### src/rtl/multdiv_pkg.sv
// Shared definitions for the multdiv unit: controller state encoding,
// operand width and the multicycle counter sizing.
package multdiv_pkg;

    localparam int MULT_W               = 32;
    localparam int MULT_DEFAULT_LATENCY = 4;
    localparam int MULT_CNT_W           = 5;

    typedef enum logic [0:0] {
        IDLE = 1'b0,
        BUSY = 1'b1
    } mult_state_e;

    localparam logic [0:0] ST_IDLE = IDLE;
    localparam logic [0:0] ST_BUSY = BUSY;

endpackage

### src/rtl/mult_ctrl_booth.sv
// Combinational radix-4 Booth multiplier, 32x32 signed. Produces the low word
// of the product and a flag when the full product does not fit in 32 bits.
module mult_ctrl_booth
    import multdiv_pkg::*;
(
    input  logic [MULT_W-1:0] data_operandA,
    input  logic [MULT_W-1:0] data_operandB,
    output logic [MULT_W-1:0] mult_result,
    output logic              data_exception,
    output logic              data_resultRDY
);
    localparam int PP_N = MULT_W / 2;
    localparam int P_W  = 2 * MULT_W;

    logic [MULT_W:0]  b_ext;
    logic [P_W-1:0]   a_ext;
    logic [P_W-1:0]   pp [PP_N];
    logic [P_W-1:0]   sum;

    assign b_ext = {data_operandB, 1'b0};
    assign a_ext = {{MULT_W{data_operandA[MULT_W-1]}}, data_operandA};

    genvar gi;
    generate
        for (gi = 0; gi < PP_N; gi++) begin : g_pp
            logic [2:0]     sel;
            logic [P_W-1:0] mag;

            // Booth digit from bits {2i+1, 2i, 2i-1}; bit -1 is the appended zero
            assign sel = b_ext[2*gi+2 : 2*gi];

            always_comb begin
                case (sel)
                    3'b001, 3'b010: mag = a_ext;
                    3'b011:         mag = a_ext << 1;
                    3'b100:         mag = -(a_ext << 1);
                    3'b101, 3'b110: mag = -a_ext;
                    default:        mag = '0;
                endcase
            end

            assign pp[gi] = mag << (2 * gi);
        end
    endgenerate

    always_comb begin
        sum = '0;
        for (int i = 0; i < PP_N; i++) begin
            sum = sum + pp[i];
        end
    end

    assign mult_result    = sum[MULT_W-1:0];
    // Fits in 32 signed bits only if the top 33 bits are all copies of the sign
    assign data_exception = ~((&sum[P_W-1:MULT_W-1]) | ~(|sum[P_W-1:MULT_W-1]));
    assign data_resultRDY = 1'b1;

endmodule

### src/rtl/mult_ctrl.sv
// Multicycle controller for the combinational Booth multiplier: latches operands,
// waits LATENCY edges, registers product/overflow and pulses data_resultRDY.
// Optional build macro MULT_ZERO_BYPASS_EN: a zero operand completes after one edge.
module mult_ctrl
    import multdiv_pkg::*;
#(
    parameter int LATENCY = MULT_DEFAULT_LATENCY
) (
    input  logic              clock,
    input  logic              reset,
    input  logic              ctrl_MULT,
    input  logic [MULT_W-1:0] data_operandA,
    input  logic [MULT_W-1:0] data_operandB,
    output logic [MULT_W-1:0] data_result,
    output logic              data_exception,
    output logic              data_resultRDY,
    output logic              busy
);
    localparam logic [MULT_CNT_W-1:0] CNT_LOAD = MULT_CNT_W'(LATENCY - 1);

    logic [0:0]            state_reg,  state_next;
    logic [MULT_CNT_W-1:0] cnt_reg,    cnt_next;
    logic [MULT_W-1:0]     opA_q,      opA_next;
    logic [MULT_W-1:0]     opB_q,      opB_next;
    logic [MULT_W-1:0]     result_reg, result_next;
    logic                  exc_reg,    exc_next;
    logic                  rdy_reg,    rdy_next;

    logic [MULT_W-1:0]     mult_result;
    logic                  mult_exception;
    logic                  mult_rdy_unused;

`ifdef MULT_ZERO_BYPASS_EN
    logic operand_zero;
    assign operand_zero = ~(|data_operandA) | ~(|data_operandB);
`endif

    // The array only ever sees the held operands, so it settles undisturbed
    mult_ctrl_booth u_booth (
        .data_operandA  (opA_q),
        .data_operandB  (opB_q),
        .mult_result    (mult_result),
        .data_exception (mult_exception),
        .data_resultRDY (mult_rdy_unused)
    );

    always_comb begin
        state_next  = state_reg;
        cnt_next    = cnt_reg;
        opA_next    = opA_q;
        opB_next    = opB_q;
        result_next = result_reg;
        exc_next    = exc_reg;
        rdy_next    = 1'b0;

        if (ctrl_MULT) begin
            // A request in any state (re)starts; an in-flight result is dropped
            opA_next = data_operandA;
            opB_next = data_operandB;
`ifdef MULT_ZERO_BYPASS_EN
            if (operand_zero) begin
                state_next  = ST_IDLE;
                cnt_next    = '0;
                result_next = '0;
                exc_next    = 1'b0;
                rdy_next    = 1'b1;
            end else begin
                state_next = ST_BUSY;
                cnt_next   = CNT_LOAD;
            end
`else
            state_next = ST_BUSY;
            cnt_next   = CNT_LOAD;
`endif
        end else if (state_reg == ST_BUSY) begin
            if (cnt_reg != '0) begin
                cnt_next = cnt_reg - 1'b1;
            end else begin
                state_next  = ST_IDLE;
                result_next = mult_result;
                exc_next    = mult_exception;
                rdy_next    = 1'b1;
            end
        end
    end

    always_ff @(posedge clock or negedge reset) begin
        if (!reset) begin
            state_reg  <= ST_IDLE;
            cnt_reg    <= '0;
            opA_q      <= '0;
            opB_q      <= '0;
            result_reg <= '0;
            exc_reg    <= 1'b0;
            rdy_reg    <= 1'b0;
        end else begin
            state_reg  <= state_next;
            cnt_reg    <= cnt_next;
            opA_q      <= opA_next;
            opB_q      <= opB_next;
            result_reg <= result_next;
            exc_reg    <= exc_next;
            rdy_reg    <= rdy_next;
        end
    end

    assign data_result    = result_reg;
    assign data_exception = exc_reg;
    assign data_resultRDY = rdy_reg;
    assign busy           = (state_reg == ST_BUSY);

endmodule
### config.mk
export PLATFORM = sky130hd
export DESIGN_NAME = mult_ctrl
export DESIGN_NICKNAME = d
export VERILOG_FILES = /design/src/rtl/multdiv_pkg.sv /design/src/rtl/mult_ctrl_booth.sv /design/src/rtl/mult_ctrl.sv
export SDC_FILE = /design/constraint.sdc
export NUM_CORES = 2
export LEC_CHECK = 0
export CAP_MARGIN = 10
export CORE_ASPECT_RATIO = 1.4
export CORE_MARGIN = 3
export CORE_UTILIZATION = 50
export DETAILED_ROUTE_END_ITERATION = 16
export PLACE_DENSITY_LB_ADDON = 0.1
export SLEW_MARGIN = 20
export SYNTH_ARGS = -nofsm -noshare
export SYNTH_HDL_FRONTEND = slang
export SYNTH_SLANG_ARGS = --single-unit
### constraint.sdc
create_clock -name clock -period 9.75 [get_ports clock]
set_input_delay 1.95 -clock clock [delete_from_list [all_inputs] [get_ports clock]]
set_output_delay 1.95 -clock clock [all_outputs]
set_load 0.02 [all_outputs]
==> results of run 1 <==
==> per-stage QoR <==
| step | hold slack (ns) | area, sq um | std cells |
|---|---|---|---|
| CTS | 0.486 | 52800 | 7542 |
| detailed placement | 0.461 | 51900 | 7515 |
| global placement | 0.458 | 51900 | 7515 |
| floorplan | 0.482 | 44900 | 6049 |
==> Yosys cell counts (all sizes together) (10+ instances only) <==
cell      n
and2     21
clkbuf  558
xnor2   240
mux2i    33
a21oi   554
nand2b   15
nor2    360
buf      87
inv     489
a31o     25
nand4    22
a22oi    50
nor2b    10
o211ai   79
a221oi  209
or3      14
o221ai   34
a311oi   10
o21a     28
o31ai    12
xor2     87
dfrtp   104
o22a     23
clkinv   16
a221o    88
o22ai    99
a31oi    79
a22o     18
nand2   834
a211oi   23
fa      637
o21ai   741
nand3    47
and3     31
a21o     60
mux2     26
ha      132
nor4     13
nor3     50
==> per-layer routing <==
| layer | track usage [%] | GRT overflow |
|---|---|---|
| met3 | 45.2 | 1 |
| met5 | 15.4 | 0 |
| met2 | 84.5 | 24 |
| met4 | 62.3 | 19 |
| met1 | 70.9 | 0 |
==> logic make-up after synthesis <==
family                     count (synthesis)  synth area share [%]
adders and majority gates                769                  32.2
muxes                                     59                  1.40
DFF                                      104                  5.82
xor gates and xnor gates                 330                  6.59
and+or+nand+nor                         1452                  13.6
AOI/OAI and AO/OA                       2185                  30.6
buffers and inverters                   1150                  9.77
==> timing repair <==
action | in CTS
buffers inserted | 12
setup endpoints to repair | 1
resized for setup | 122
pin swaps | 55
hold endpoints to repair | 0
==> metrics, run 1 <==
dpl ws -0.548 ns; H-tree depth 3; largest net degree at the start of global routing 82; maximum root-to-sink buffer count 2; Mean Syn Cell Area 7.39 sq um; outcome aborted with a tool error; sequential share of the synthesized area 5.82%; Log Error [ERROR GRT-0116] Global routing finished with congestion. Check the congestion regions in the DRC Viewer.; synthesis-stage register bit count 104; Post-Syn Area 0.0447 sq mm; Num CTS Buffers 9; EDFF count, synth 0; Site Rows 129; clock root buffer clkbuf_16; hold_buf cts 0; remaining global-route overflow 44; Fail Step 5_1_grt; die height 360 um; # clock sinks 104; Yosys top cell by area fa_1; ranking of synthesized cells by area fa_1 29%, o21ai_0 8.2%, nand2_1 7.0%; starting density of the core 50.5%; Post-synth ARST share 100%; vias in the first global route 57300; HPWL Detailed 212000 um; Syn Nets 6885; top cell type's share of synthesized area 28.5%; chip width 259 um; YS warnings 0; count of different cell masters after synthesis 91; IO Count 102; Port Buffer Count 101; gpl congestion 1.13; Primary FF master, synth dfrtp_1; Gate Count Post-Synth 6049; global-route wire length before repair 443000 um; gr usage total 66.5%
==> run 2, diff against run 1 <==
--- a/config.mk
+++ b/config.mk
@@ -6,11 +6,10 @@
 export NUM_CORES = 2
 export LEC_CHECK = 0
 export CAP_MARGIN = 10
-export CORE_ASPECT_RATIO = 1.4
 export CORE_MARGIN = 3
-export CORE_UTILIZATION = 50
+export CORE_UTILIZATION = 35
 export DETAILED_ROUTE_END_ITERATION = 16
-export PLACE_DENSITY_LB_ADDON = 0.1
+export PLACE_DENSITY_LB_ADDON = 0.15
 export SLEW_MARGIN = 20
 export SYNTH_ARGS = -nofsm -noshare
 export SYNTH_HDL_FRONTEND = slang
==> constraint.sdc (replaced) <==
create_clock -name clock -period 12.7 [get_ports clock]
set_input_delay 2.54 -clock clock [delete_from_list [all_inputs] [get_ports clock]]
set_output_delay 2.54 -clock clock [all_outputs]
set_load 0.02 [all_outputs]
==> run 2 against run 1 <==
The run now ends clean. Synthesized cell count unchanged. Synthesized area unchanged.
==> metrics, run 2 <==
top cell type's share of synthesized area 28.5% (unchanged); fmax 86.4 MHz; most used cell along the critical path fa_1; CP Capture Type register; dpl ws 1.23 ns (+1.78 ns); most common cell after layout, fill and taps aside nand2_1; Syn Nets 6885 (unchanged); Final Net Count 6601; Pins Over Slew Limit 0; starting density of the core 35.4% (-15 points); hold_buf cts 0 (unchanged); H-tree depth 3 (unchanged); maximum root-to-sink buffer count 2 (unchanged); Worst Max-Slew Pin Slew 1.27 ns; final core occ 37.9%; drt first pass iters 7; fin crit share 91.1%; die height 363 um (+1.0%); Primary FF master, synth dfrtp_1; Tightest Hold Check Type register to register; Num CTS Buffers 9 (unchanged); Die Area 0.132 sq mm; share of cells above drive strength 1 7.33%; Core Region 0.126 sq mm; Slowest-stage cell, CP dfrtp_1; Slew Limit Headroom 14.9%; Max Cap Viol 0; sequential share of the synthesized area 5.82% (unchanged); clock root buffer clkbuf_16; gr usage total 36.7%; clock skew 0.0269 ns; gpl congestion 1.05 (-7.4%); kind of critical path register to register; Site Rows 130 (+0.78%); EDFF count, synth 0 (unchanged); wire per inst 33.3 um; DRT Wirelength 247000 um; remaining global-route overflow 0; DRT iter0 DRCs 8280; TritonCTS clock tree built; CTS resizes 0 (-100%); Setup TNS 0 ns; global-route wire length before repair 350000 um; Gate Count Post-Synth 6049 (unchanged); endpoints failing setup 0; post-layout min period 11.57 ns; antenna viol nets, final 0; Fill cells 13300; IO Count 102 (unchanged); vias in the first global route 45300; ranking of synthesized cells by area fa_1 29%, o21ai_0 8.2%, nand2_1 7.0%; outcome finished clean; HPWL Detailed 190000 um (-10%); Post-synth top cells 834 x nand2_1, 729 x o21ai_0, 637 x fa_1, 556 x clkbuf_1, 551 x a21oi_1; Yosys top cell by area fa_1; Port Buffer Count 101 (unchanged); Mean Syn Cell Area 7.39 sq um (unchanged); count of different cell masters after synthesis 91 (unchanged); DRC Markers 0; YS warnings 0 (unchanged); setup bufs post-CTS 0 (-12); RSZ-0062 raised after global routing no; count leader, synth nand2_1; Hold Vio Cnt, Final 0; Worst setup SP type register; # clock sinks 104 (unchanged); routed vias 49000; slowest stage delay, CP 0.65 ns; synthesis-stage register bit count 104 (unchanged); WP data required 13.05 ns; Worst-Skew Late Latency 0.49 ns; Via-to-Cell Ratio 6.60; Layout area overhead 6.84%; Setup WS post-layout 1.13 ns; most frequent cells in the layout 834 x nand2_1, 727 x o21ai_0, 637 x fa_1; Post-synth ARST share 100% (unchanged); initial antenna violation count 3; Clk pin slew, worst setup/hold paths 0.12 ns; chip width 363 um (+40%); largest net degree at the start of global routing 76; Max Fanout on Critical Path 32; Post-Syn Area 0.0447 sq mm (unchanged); critical path arrival 11.92 ns
-- run 2: cell counts after synthesis --
Identical to the previous run, type by type.
-- run 2: kinds of logic after synthesis --
| group | Yosys count | synth area share (%) |
|---|---|---|
| mux | 59 | 1.40 |
| compound gates | 2185 | 30.6 |
| simple gates | 1452 | 13.6 |
| xor+xnor | 330 | 6.59 |
| fa+ha+maj | 769 | 32.2 |
| flops | 104 | 5.82 |
| buf+inv | 1150 | 9.77 |
-- run 2: layout make-up --
class / instances / area, sq um / share of cell area [%]
Multi-Input combinational cell: 4795 / 38000 / 79.5
Clock buffer: 9 / 225 / 0.471
Sequential cell: 104 / 2650 / 5.54
Antenna cell: 3 / 7.51 / 0.0157
Tap cell: 1650 / 2060 / 4.32
Timing Repair Buffer: 350 / 2880 / 6.02
Clock inverter: 7 / 85.1 / 0.178
Inverter: 505 / 1900 / 3.97
-- run 2: layer usage --
metal	wire, um	up-vias	global-route usage (%)	share of wire (%)
met1	92800	24000	48.4	38
met4	19300	0	23.0	7.8
li1	-	20400	-	-
met5	0	-	0	0
met2	104000	3868	53.6	42
met3	31000	738	9.07	13
-- run 2: final timing paths --
path	from	to	slack, ns	cells after the start
min in group asynchronous	reset	data_result[16]	2.01	1
max in group asynchronous	reset	opB_q[23]	9.06	3
worst min register to register	data_result[9]	data_result[9]	0.48	2
worst min-delay path	data_result[9]	data_result[9]	0.48	2
worst max-delay path	opA_q[0]	data_exception	1.13	36
worst max register to register	opA_q[0]	data_exception	1.13	36
-- run 2: worst max-delay path: cells and delay by family (launching register included) --
family | cells | cell delay [ns]
adder cells (fa/ha/maj) | 8 | 3.53
XOR/XNOR | 2 | 0.45
AO/OA/AOI/OAI | 6 | 1.77
multiplexers | 1 | 0.19
AND/OR/NAND/NOR | 13 | 3.41
buffers and inverters | 6 | 1.37
flip-flops | 1 | 0.65
-- run 2: stage by stage --
step | area [sq um] | cells | hold WS (ns)
final | 47800 | 7423 | 0.483
after global routing | 47800 | 7421 | 0.510
after CTS | 47800 | 7420 | 0.488
after detailed placement | 47500 | 7404 | 0.460
after global placement | 47400 | 7404 | 0.457
after floorplan | 44700 | 6049 | 0.482
Power of run 2 is left out: the tool's default activity adds up to more than one toggle a clock period on the data nets, which glitch-free logic cannot reach.
